**config.mk**
```make
export PLATFORM = sky130hd
export DESIGN_NAME = inst_fetch
export DESIGN_NICKNAME = d
export VERILOG_FILES = /design/src/rtl/fetch_pkg.sv /design/src/rtl/fetch_queue.sv /design/src/rtl/inst_fetch.sv
export SDC_FILE = /design/constraint.sdc
export NUM_CORES = 1
export LEC_CHECK = 0
export CAP_MARGIN = 20
export CORE_MARGIN = 3
export CORE_UTILIZATION = 50
export CTS_BUF_LIST = sky130_fd_sc_hd__clkbuf_8 sky130_fd_sc_hd__clkbuf_16
export CTS_CLUSTER_DIAMETER = 200
export CTS_CLUSTER_SIZE = 30
export DETAILED_ROUTE_END_ITERATION = 7
export PLACE_DENSITY = 0.77
export SYNTH_ARGS = -nofsm -noshare
export SYNTH_HDL_FRONTEND = slang
export SYNTH_HIERARCHICAL = 1
export SYNTH_SLANG_ARGS = --single-unit
```
**constraint.sdc**
```tcl
create_clock -name clk -period 3.7 [get_ports clk]
set_clock_uncertainty 0.2 [all_clocks]
set_input_delay 0.74 -clock clk [delete_from_list [all_inputs] [get_ports clk]]
set_output_delay 0.74 -clock clk [all_outputs]
set_load 0.02 [all_outputs]
```
**src/rtl/fetch_pkg.sv**
```systemverilog
// Shared types, opcodes and immediate decoders for the fetch front-end.
package fetch_pkg;

    localparam int DATA_WID = 32;

    localparam logic [6:0] OPCODE_JAL    = 7'b1101111;
    localparam logic [6:0] OPCODE_BRANCH = 7'b1100011;

    // One buffered fetch: where it came from, what it is, and how we predicted it.
    typedef struct packed {
        logic [DATA_WID-1:0] pc;
        logic [DATA_WID-1:0] inst;
        logic                pred_taken;
    } fetch_entry_t;

    // J-type immediate, sign-extended: imm[20|10:1|11|19:12] in inst[31:12].
    function automatic logic [DATA_WID-1:0] imm_j(input logic [DATA_WID-1:0] inst);
        return {{12{inst[31]}}, inst[19:12], inst[20], inst[30:21], 1'b0};
    endfunction

    // B-type immediate, sign-extended: imm[12|10:5] in inst[31:25], imm[4:1|11] in inst[11:7].
    function automatic logic [DATA_WID-1:0] imm_b(input logic [DATA_WID-1:0] inst);
        return {{20{inst[31]}}, inst[7], inst[30:25], inst[11:8], 1'b0};
    endfunction

endpackage

```
**src/rtl/fetch_queue.sv**
```systemverilog
// Circular FIFO of fetch entries between fetch and decode.
// Pointers wrap naturally at QUEUE_DEPTH (a power of two); count is one bit
// wider so that full and empty are distinguishable.
module fetch_queue
    import fetch_pkg::*;
#(
    parameter int QUEUE_DEPTH = 8
) (
    input  logic         clk,
    input  logic         rst,
    input  logic         enq,
    input  logic         deq,
    input  logic         flush,
    input  fetch_entry_t enq_data,
    output logic         full,
    output logic         empty,
    output fetch_entry_t head
);

    localparam int PTR_W = $clog2(QUEUE_DEPTH);
    localparam logic [PTR_W:0] FULL_CNT = (PTR_W+1)'(QUEUE_DEPTH);

    fetch_entry_t     mem [QUEUE_DEPTH];
    logic [PTR_W-1:0] wr_ptr;
    logic [PTR_W-1:0] rd_ptr;
    logic [PTR_W:0]   count;
    logic             do_enq;
    logic             do_deq;

    // Flush wins over both ports; a full queue refuses enqueue even while draining.
    assign do_enq = enq && !full && !flush;
    assign do_deq = deq && !empty && !flush;

    assign full  = (count == FULL_CNT);
    assign empty = (count == '0);
    assign head  = mem[rd_ptr];

    // Storage: cleared on reset so the head reads zero; flush leaves data in place.
    always_ff @(posedge clk) begin
        if (rst) begin
            for (int i = 0; i < QUEUE_DEPTH; i++) begin
                mem[i] <= '0;
            end
        end else if (do_enq) begin
            mem[wr_ptr] <= enq_data;
        end
    end

    // Pointer and occupancy bookkeeping.
    always_ff @(posedge clk) begin
        if (rst || flush) begin
            wr_ptr <= '0;
            rd_ptr <= '0;
            count  <= '0;
        end else begin
            if (do_enq) begin
                wr_ptr <= wr_ptr + 1'b1;
            end
            if (do_deq) begin
                rd_ptr <= rd_ptr + 1'b1;
            end
            case ({do_enq, do_deq})
                2'b10:   count <= count + 1'b1;
                2'b01:   count <= count - 1'b1;
                default: count <= count;
            endcase
        end
    end

endmodule

```
**src/rtl/inst_fetch.sv**
```systemverilog
// Fetch stage: PC register, static next-PC prediction and the decode queue.
//
// Decode handshake: an entry transfers on a clock edge where dec_valid and
// dec_ready are both high and predict_fail is low. dec_valid depends only on
// queue occupancy and never on dec_ready; once raised it stays high with
// stable dec_* data until the entry transfers or a flush/reset clears it.
module inst_fetch
    import fetch_pkg::*;
#(
    parameter int          QUEUE_DEPTH = 8,
    parameter logic [31:0] RESET_PC    = 32'h0000_0000
) (
    input  logic                clk,
    input  logic                rst,
    output logic [DATA_WID-1:0] pc_o,
    input  logic [DATA_WID-1:0] inst_i,
    input  logic                icache_stall_i,
    input  logic                predict_fail,
    input  logic [DATA_WID-1:0] redirect_pc,
    output logic                dec_valid,
    output logic [DATA_WID-1:0] dec_inst,
    output logic [DATA_WID-1:0] dec_pc,
    output logic                dec_pred_taken,
    input  logic                dec_ready
);

    logic [DATA_WID-1:0] next_pc;
    logic                pred_taken;
    logic                fetch_fire;
    logic                deq_fire;
    logic                q_full;
    logic                q_empty;
    fetch_entry_t        q_in;
    fetch_entry_t        q_head;

    // Static predictor: JAL and backward branches taken, everything else falls through.
    always_comb begin
        pred_taken = 1'b0;
        next_pc    = pc_o + 32'd4;
        if (inst_i[6:0] == OPCODE_JAL) begin
            pred_taken = 1'b1;
            next_pc    = pc_o + imm_j(inst_i);
        end else if (inst_i[6:0] == OPCODE_BRANCH && inst_i[31]) begin
            pred_taken = 1'b1;
            next_pc    = pc_o + imm_b(inst_i);
        end
    end

    assign fetch_fire = !icache_stall_i && !q_full && !predict_fail;
    assign deq_fire   = dec_valid && dec_ready && !predict_fail;

    assign q_in = '{pc: pc_o, inst: inst_i, pred_taken: pred_taken};

    // PC register: reset beats redirect, redirect beats fetch; stall or full holds.
    always_ff @(posedge clk) begin
        if (rst) begin
            pc_o <= RESET_PC;
        end else if (predict_fail) begin
            pc_o <= redirect_pc;
        end else if (fetch_fire) begin
            pc_o <= next_pc;
        end
    end

    fetch_queue #(
        .QUEUE_DEPTH(QUEUE_DEPTH)
    ) u_queue (
        .clk      (clk),
        .rst      (rst),
        .enq      (fetch_fire),
        .deq      (deq_fire),
        .flush    (predict_fail),
        .enq_data (q_in),
        .full     (q_full),
        .empty    (q_empty),
        .head     (q_head)
    );

    assign dec_valid      = !q_empty;
    assign dec_inst       = q_head.inst;
    assign dec_pc         = q_head.pc;
    assign dec_pred_taken = q_head.pred_taken;

endmodule

```
# Word-level counts from Yosys, hierarchy flattened
# Memories as Yosys holds them, arrays and structs flattened. A register that Yosys moved wholly into a read port is not among the register bits.
# Index checks and enable logic that the tools add are counted.
[classes]
n_addsub = 7
multipliers = 0
div = 0
n_lt_le_gt_ge = 0
eq_ne = 5
shifts = 0
n_mux = 17
n_bitwise = 0
n_reduce_logical = 18
[ops]
columns = ["op", "count"]
rows = [
  ["32-bit 2-to-1 mux", 4],
  ["65-bit 2-to-1 mux", 1],
  ["65-bit OR reduction", 1],
  ["32-bit adder", 2],
  ["32-bit by 3-bit adder with 32-bit output (second input constant)", 1],
  ["7-bit == test (second input constant)", 2],
  ["1-bit logical AND", 9],
  ["3-bit 2-to-1 mux", 3],
  ["1-bit 2-to-1 mux", 8],
  ["4-bit case mux with 2 select lines", 1],
  ["3-bit by 1-bit adder with 3-bit output (second input constant)", 2],
  ["4-bit by 1-bit adder with 4-bit output (second input constant)", 1],
  ["4-bit == test (second input constant)", 1],
  ["1-bit logical NOT", 4],
  ["4-bit logical NOT", 1],
  ["2-bit nonzero test", 2],
  ["4-bit by 1-bit subtractor with 4-bit output (second input constant)", 1],
  ["2-bit by 1-bit == test with 1-bit output (second input constant)", 1],
  ["2-bit == test (second input constant)", 1],
  ["1-bit logical OR", 1],
]
[word_totals]
ff_bits = 42
latchBits = 0
ram_bits = 520
rom_bits = 0
input_bits = 69
out_inout_bits = 98
elab_cells = 52
n_memories = 1
[memory_table]
columns = ["name", "words", "word_bits", "rd", "rd_ports_with_merged_regs", "write_ports", "line_no", "rtl"]
rows = [
  ["u_queue.mem", 8, 65, 1, 1, 8, "fetch_queue.sv:23", "fetch_entry_t mem [QUEUE_DEPTH];"],
]

# Logic depth before layout (Yosys ltp)
# Gate-level depths: netlist (run 1).
[depth]
word_depth = 11
ltp_mapped = 14
ltp_nobuf = 13

# Modules after synthesis
# The synthesis (run 1) kept the hierarchy.
[modules_own_cells]
columns = ["module", "instances", "cells_per_inst", "area_per_inst_um2", "seq_area_each_um2"]
rows = [
  ["fetch_queue", 1, 1571, 23293.6, 15875.2],
  ["inst_fetch", 1, 803, 5571.6, 640.6],
]

# Worst setup path before layout (run 1)
# Ideal clock, no wire load.
[synth_path]
kind = "input to register"
from = "input port icache_stall_i"
to = "memory u_queue/mem[0][0] (netlist name), enable pin"
setup_time_ns = 0.422
t_arrival_ns = 3.418
required_time_ns = 3.078
path_slack_ns = -0.340
path_stages = 8
n_path_buf = 1
path_cell_list = "nor2_1 nand2_1 inv_1 nor3b_4 inv_2 clkbuf_1 nor2_1 a21o_1"
[synth_rtl]
columns = ["item", "line_no", "rtl"]
rows = [
  ["start, declared", "inst_fetch.sv:17", "input logic icache_stall_i,"],
  ["end, declared", "fetch_queue.sv:23", ""],
]

==> results.py, run 1 <==
metrics = {
    "status": {
        "run_status": "finished clean",
    },
    "global_route": {
        "grt_first_pass_wirelength_um": 130300,
        "global_route.overflow_total": 0,
        "grt_start_max_net_pins": 74,
        "grt_pass1_vias": 21580,
        "globalRouteTotalUtil": 0.2861,
        "antenna_found_initial": 4,
    },
    "setup_path": {
        "crit_fanout": 11,
        "crit_path_capture": "dec_pc[13]",
        "crit_path_top_delay_cell": "sky130_fd_sc_hd__clkdlybuf4s50_1",
        "crit-reg2reg-capture": "pc_o[30]",
        "startpoint_type": "register",
        "r2r_setup_slack_ns": 0.27,
        "critPathArrivalTime_ns": 2.72,
        "criticalPathCategory": "reg2out",
        "r2r.worst_path.cells": 11,
        "setup.worst_path.end_class": "primary output",
        "r2r-start": "pc_o[3]",
        "slowest_delay_ns": 0.56,
        "crit_required_ns": 2.76,
        "cell_chain_of_the_critical_path": "buf_12 -> mux4_2 -> mux2_2 -> clkdlybuf4s50_1",
    },
    "yosys": {
        "synth-warning-count": 6,
        "post_synth_fa_ha_maj_area_fraction": 0.02332,
        "yosys_register_bits": 565,
        "synth_area_leaders": "sky130_fd_sc_hd__edfxtp_1, sky130_fd_sc_hd__mux4_2, sky130_fd_sc_hd__nor2_1",
        "area_fraction_in_compound_gates_after_synthesis": 0.07326,
        "count_of_flip_flops_with_a_built_in_enable_after_synthesis": 520,
        "async_flop_share": 0,
        "yosys.cell_types.count": 85,
        "synthCells": 2374,
        "synth.mux.area_fraction": 0.1306,
        "largest_family_of_logic_cells_by_synthesized_area": "simple AND/OR/NAND/NOR gates",
        "synth.cell_area_um2": 28870,
        "synth_seq_area_share": 0.5722,
        "synthXorXnorAreaFrac": 0.01305,
        "synth_largest_type_area_fraction": 0.5410,
        "synth_top_area_cell": "sky130_fd_sc_hd__edfxtp_1",
        "synth_fp_nets": 2495,
        "avgSynthCellArea_um2": 12.16,
        "synth_simple_gate_area_share": 0.1580,
        "dominantRegCellSynth": "sky130_fd_sc_hd__edfxtp_1",
    },
    "layout": {
        "seq_area_um2": 16530,
        "finish.instance_area_um2": 33900,
        "layout.filler_cells": 4383,
        "drive_gt1_frac": 0.1976,
        "design.final.nets": 2778,
        "multi_input_comb_area_um2": 11620,
        "synthToLayoutAreaGrowth_pct": 17.43,
    },
    "power": {
        "leakagePower_uw": 0.01215,
        "vdd_drop_max_v": 0.0002704,
        "power_per_cell_area_nw_per_um2": 357.0,
        "total_power_uw": 12100,
    },
    "timing": {
        "hold-worst-slack_ns": 0.3188,
        "fin_crit_sh": 0.9885,
        "layout_min_cycle_time_ns": 3.657,
        "tightest_slew_ns": 0.7723,
        "max_freq_mhz": 273.4,
        "number_of_endpoints_with_negative_hold_slack_in_the_final_report": 0,
        "setup_viol_count_final": 0,
        "grt_setup_unrepaired": "no",
        "relSlewSlack": 0.4812,
        "slew_violations": 0,
    },
    "drt": {
        "detail_route.wl_per_cell_um": 25.62,
        "iteration_0_drc_markers": 2599,
        "viasPerCell": 6.225,
        "wirelength_um": 87870,
        "postRouteAntennaNets": 0,
        "vias": 21350,
        "drt_pass1_iterations": 6,
        "drt_drc_violations_left": 0,
    },
    "floorplanning": {
        "floorplan.io_pins": 167,
        "die_outline_width_um": 246.3,
        "design.core.area_um2": 56710,
        "initial_core_util": 0.5090,
        "die_height_um": 246.3,
        "floorplan.rows": 87,
        "die-area_um2": 60650,
    },
    "placed_design": {
        "dp.final_hpwl_um": 58150,
        "postPlaceCellArea_um2": 33160,
        "place.port_buffers": 166,
        "gp_congestion": 0.9560,
    },
    "clock_tree": {
        "cts_hold_buffers": 0,
        "tritoncts": "built",
        "cts-htree-levels": 1,
        "tritoncts.num_buffers": 22,
        "clock_sink_count": 565,
        "clkSlewWorstSetupHoldPaths_ns": 0.12,
        "clk_latency_ns": 0.59,
        "cts_buffer_depth": 3,
        "clock-root-buffer": "sky130_fd_sc_hd__clkbuf_16",
    },
    "worst_hold_path": {
        "min-delay-start": "u_queue/count[3]",
        "min_path_type": "reg2reg",
    },
    "run": {
        "max_cap_viol_count": 0,
    },
}
## Yosys cell counts, drive strengths merged, types with 21 or more instances
library cell  number
a21o              28
ha                49
nor2             472
mux2              66
dfxtp             45
xor2              21
o21ai             49
nor3              31
nand3             42
a21oi             87
a211oi            27
clkbuf           117
edfxtp           520
nand4             24
inv               30
and2             135
nand2            213
buf               44
mux4             130
xnor2             22
## kinds of logic after synthesis
| family | Yosys count |
|---|---|
| buffers and inverters | 193 |
| AO/OA/AOI/OAI | 316 |
| flip-flops | 565 |
| XOR/XNOR | 43 |
| AND/OR/NAND/NOR | 999 |
| adder cells (fa/ha/maj) | 52 |
| multiplexers | 206 |
## how the worst min path moves through the flow
stage / slack (ns) / to / cells past startpoint
detailed placement: 0.30 / u_queue/count[3] / 2
global route: 0.36 / u_queue/count[3] / 2
global placement: 0.29 / u_queue/count[3] / 2
CTS: 0.32 / u_queue/count[3] / 2
floorplan: 0.26 / u_queue/count[3] / 2
finish: 0.32 / u_queue/count[3] / 2
## worst max-delay path: cells and delay by family (launching register included)
kind	cells	cell delay, ns
muxes	2	0.86
DFF	1	0.47
buffers and inverters	2	0.76
## registers in the layout (all words and copies together) (netlist names), named ones only
register	cells
u_queue/rd_ptr	3
u_queue/count	4
u_queue/wr_ptr	3
u_queue/mem	520
pc_o	32
## where the power goes
part | switching, µW | internal (µW)
Clock | 1890 | 1150
Combinational | 1040 | 740
Sequential | 115 | 7170
## repair_timing
| action | in CTS | in global routing |
|---|---|---|
| gates cloned | 2 | 1 |
| resized for setup | 60 | 10 |
| setup endpoints to repair | 60 | 16 |
| buffers inserted | 2 | 0 |
## metrics by stage
| stage | TNS, ns | setup WS, ns | utilization | instances |
|---|---|---|---|---|
| final | 0 | 0.04266 | 0.5977 | 3429 |
| after floorplan | 0 | 0.1032 | - | 2374 |
| after CTS | 0 | 0.00007905 | 0.5967 | 3427 |
| after global placement | -5.189 | -0.4505 | 0.5846 | 3384 |
| after detailed placement | -5.964 | -0.4681 | 0.5846 | 3384 |
| after global routing | 0 | 0.002528 | 0.5977 | 3428 |
## routing by layer
layer	wire (µm)	share of wire	global-route usage
met5	13	0.00015	0
met4	2881	0.033	0.09323
met3	10100	0.11	0.06345
met2	42180	0.48	0.4724
met1	32690	0.37	0.3785
## placed cells by master, fill, tap and decap left out, types with 10 or more instances in the layout
cell                              instances
sky130_fd_sc_hd__nor3_1                  29
sky130_fd_sc_hd__dlygate4sd2_1           52
sky130_fd_sc_hd__nand2_1                213
sky130_fd_sc_hd__a21oi_1                 86
sky130_fd_sc_hd__xor2_1                  21
sky130_fd_sc_hd__clkdlybuf4s50_1        106
sky130_fd_sc_hd__or3_1                   14
sky130_fd_sc_hd__buf_4                  215
sky130_fd_sc_hd__clkbuf_16               24
sky130_fd_sc_hd__nor2_1                 470
sky130_fd_sc_hd__inv_1                   44
sky130_fd_sc_hd__o211ai_1                13
sky130_fd_sc_hd__o221ai_1                10
sky130_fd_sc_hd__a211oi_1                26
sky130_fd_sc_hd__and3_1                  14
sky130_fd_sc_hd__a31oi_1                 11
sky130_fd_sc_hd__mux4_2                 130
sky130_fd_sc_hd__dfxtp_1                 42
sky130_fd_sc_hd__a21o_1                  25
sky130_fd_sc_hd__mux2_2                  66
sky130_fd_sc_hd__nand3_1                 40
sky130_fd_sc_hd__ha_1                    49
sky130_fd_sc_hd__edfxtp_1               520
sky130_fd_sc_hd__mux2i_1                 10
sky130_fd_sc_hd__xnor2_1                 22
sky130_fd_sc_hd__o21a_1                  11
sky130_fd_sc_hd__o21ai_0                 46
sky130_fd_sc_hd__buf_12                  30
sky130_fd_sc_hd__and2_1                 135
sky130_fd_sc_hd__nand4_1                 23
## cell type report
| type | count | share of cell area |
|---|---|---|
| clock buffers | 23 | 0.01698 |
| repair buffers | 421 | 0.1194 |
| flip-flops and latches | 565 | 0.4876 |
| multi-input cells | 1616 | 0.3428 |
| diodes | 1 | 0.00007382 |
| well taps | 756 | 0.02790 |
| inverters | 31 | 0.003433 |
| clock inverters | 16 | 0.001882 |
Note: power is estimated with default switching activity, not from simulation.
==> run 2: changes to the inputs <==
CELL_PAD_IN_SITES_DETAIL_PLACEMENT = 0   (was default)
CELL_PAD_IN_SITES_GLOBAL_PLACEMENT = 1   (was default)
CORE_ASPECT_RATIO = 1.25   (was default)
CORE_UTILIZATION = 45   (was 50)
PLACE_DENSITY = 0.83   (was 0.77)
==> run 2 against run 1 <==
Compared with the run above: final cell count is 3.5% higher; sequential power hardly changed; final area is 1.7% higher; global-route usage is 2.1 points lower; total power is 0.58% higher; first-iteration DRC count is 6.9% lower; largest cell class unchanged; critical path type unchanged; combinational power is 3% higher; non-clock buffer count is 33 higher; fmax is 0.71% higher.
==> results.py, run 2 (synthesized netlist as in run 1, its figures left out) <==
metrics = {
    "floorplanning": {
        "die_height_um": 289.2,
        "floorplan.rows": 103,
        "design.core.area_um2": 63280,
        "die-area_um2": 67240,
        "die_outline_width_um": 232.5,
        "initial_core_util": 0.4562,
        "floorplan.io_pins": 167,
    },
    "clock_tree": {
        "cts-htree-levels": 1,
        "clock-root-buffer": "sky130_fd_sc_hd__clkbuf_16",
        "clock_sink_count": 565,
        "cts_buffer_depth": 3,
        "tritoncts.num_buffers": 22,
        "clk_latency_ns": 0.59,
        "tritoncts": "built",
        "clkSlewWorstSetupHoldPaths_ns": 0.12,
    },
    "global_route": {
        "grt_pass1_vias": 21700,
        "global_route.overflow_total": 0,
        "grt_start_max_net_pins": 54,
        "antenna_found_initial": 3,
        "globalRouteTotalUtil": 0.2648,
        "grt_first_pass_wirelength_um": 134000,
    },
    "timing": {
        "hold-worst-slack_ns": 0.3054,
        "max_freq_mhz": 275.4,
        "relSlewSlack": 0.4648,
        "slew_violations": 0,
        "setup_ws_ns": 0.06844,
        "fin_crit_sh": 0.9815,
        "number_of_endpoints_with_negative_hold_slack_in_the_final_report": 0,
        "tightest_slew_ns": 0.7966,
        "layout_min_cycle_time_ns": 3.632,
        "finalSetupTns_ns": 0,
        "setup_viol_count_final": 0,
    },
    "drt": {
        "detail_route.wl_per_cell_um": 25.53,
        "drt_drc_violations_left": 0,
        "viasPerCell": 5.996,
        "vias": 21270,
        "postRouteAntennaNets": 0,
        "wirelength_um": 90570,
        "iteration_0_drc_markers": 2420,
        "drt_pass1_iterations": 6,
    },
    "setup_path": {
        "crit_required_ns": 2.76,
        "r2r.worst_path.cells": 11,
        "startpoint_type": "register",
        "critPathArrivalTime_ns": 2.69,
        "crit_path_top_delay_cell": "sky130_fd_sc_hd__clkdlybuf4s50_1",
        "crit_fanout": 8,
        "r2r_setup_slack_ns": 0.24,
        "slowest_delay_ns": 0.55,
        "criticalPathCategory": "reg2out",
        "worstSetupPathDepth": 5,
        "setup.worst_path.end_class": "primary output",
        "cell_chain_of_the_critical_path": "buf_12 -> buf_4 -> mux4_2 -> mux2_2 -> clkdlybuf4s50_1",
        "critical_path.top_delay_family": "buffers and inverters",
        "cp.buffers_inverters": 3,
    },
    "layout": {
        "finish.instance_area_um2": 34480,
        "largest_register_ffs": 520,
        "max_flop_register": "u_queue/mem",
        "design.final.nets": 2811,
        "largestRegisters": "u_queue/mem: 520 flops, pc_o: 32 flops, u_queue/count: 4 flops",
        "synthToLayoutAreaGrowth_pct": 19.45,
        "multi_input_comb_area_um2": 11650,
        "commonest_cells_after_routing_fill_and_taps_aside": "sky130_fd_sc_hd__edfxtp_1, sky130_fd_sc_hd__nor2_1, sky130_fd_sc_hd__buf_4, sky130_fd_sc_hd__nand2_1, sky130_fd_sc_hd__and2_1",
        "seq_area_um2": 16530,
        "drive_gt1_frac": 0.2084,
        "layout.filler_cells": 5259,
        "mostFrequentLayoutCell": "sky130_fd_sc_hd__edfxtp_1",
    },
    "power": {
        "leakagePower_uw": 0.01249,
        "vdd_drop_max_v": 0.0003207,
        "total_power_uw": 12170,
        "power_per_cell_area_nw_per_um2": 352.9,
    },
    "placed_design": {
        "dp.final_hpwl_um": 61750,
        "dp_worst_setup_slack_ns": -0.6317,
        "place.port_buffers": 166,
        "postPlaceCellArea_um2": 33640,
        "gp_congestion": 0.9632,
    },
    "worst_hold_path": {
        "worstHoldPathCells": 2,
        "min_path_type": "reg2reg",
    },
    "run": {
        "max_cap_viol_count": 0,
    },
    "status": {
        "run_status": "finished clean",
    },
}
==> run 2: worst min-delay path, stage by stage, from the launching register on <==
cell and delay [ns]:
sky130_fd_sc_hd__dfxtp_1 0.35, sky130_fd_sc_hd__nand2_1 0.07, sky130_fd_sc_hd__o31ai_1 0.06
==> run 2: routing by layer <==
metal	wire length, µm	GRT usage	share of wire	vias to the layer above
met5	0	0	0	-
met4	4107	0.1134	0.045	0
met3	7197	0.02852	0.079	206
met2	45190	0.4542	0.50	1110
met1	34070	0.3434	0.38	10570
li1	-	-	-	9390
==> run 2: report_power, final <==
part           total [µW]  leakage, µW  internal, µW  switching [µW]
combinational        1840      0.00637           787            1050
clock                3060     0.000369          1150            1910
sequential           7280      0.00575          7170             106
total               12200       0.0125          9110            3060
==> run 2: area by class of cell <==
class	count	area share
clock inverters	17	0.001960
well taps	840	0.03048
clock buffers	23	0.01669
flip-flops and latches	565	0.4793
inverters	31	0.003375
repair buffers	454	0.1303
diodes	2	0.0001451
multi-input cells	1616	0.3378
==> run 2: timing repair <==
action | in CTS | in global routing
resized for setup | 26 | 27
endpoints found under the setup margin | 63 | 39
buffers inserted | 7 | 0
hold buffers | 0 | 0
cloned | 0 | 2
pin swaps | 0 | 1
==> run 2: final timing paths <==
| kind | from | to |
|---|---|---|
| hold reg to reg | u_queue/count[3] | u_queue/count[3] |
| setup / recovery | register | dec_inst[25] |
| hold / removal | u_queue/count[3] | u_queue/count[3] |
| setup reg to reg | pc_o[1] | pc_o[31] |
==> run 2: through the flow <==
stage / std cells / utilization
floorplan: 2374 / -
global placement: 3497 / 0.5316
global route: 3546 / 0.5448
CTS: 3544 / 0.5428
finish: 3548 / 0.5449
detailed placement: 3497 / 0.5316
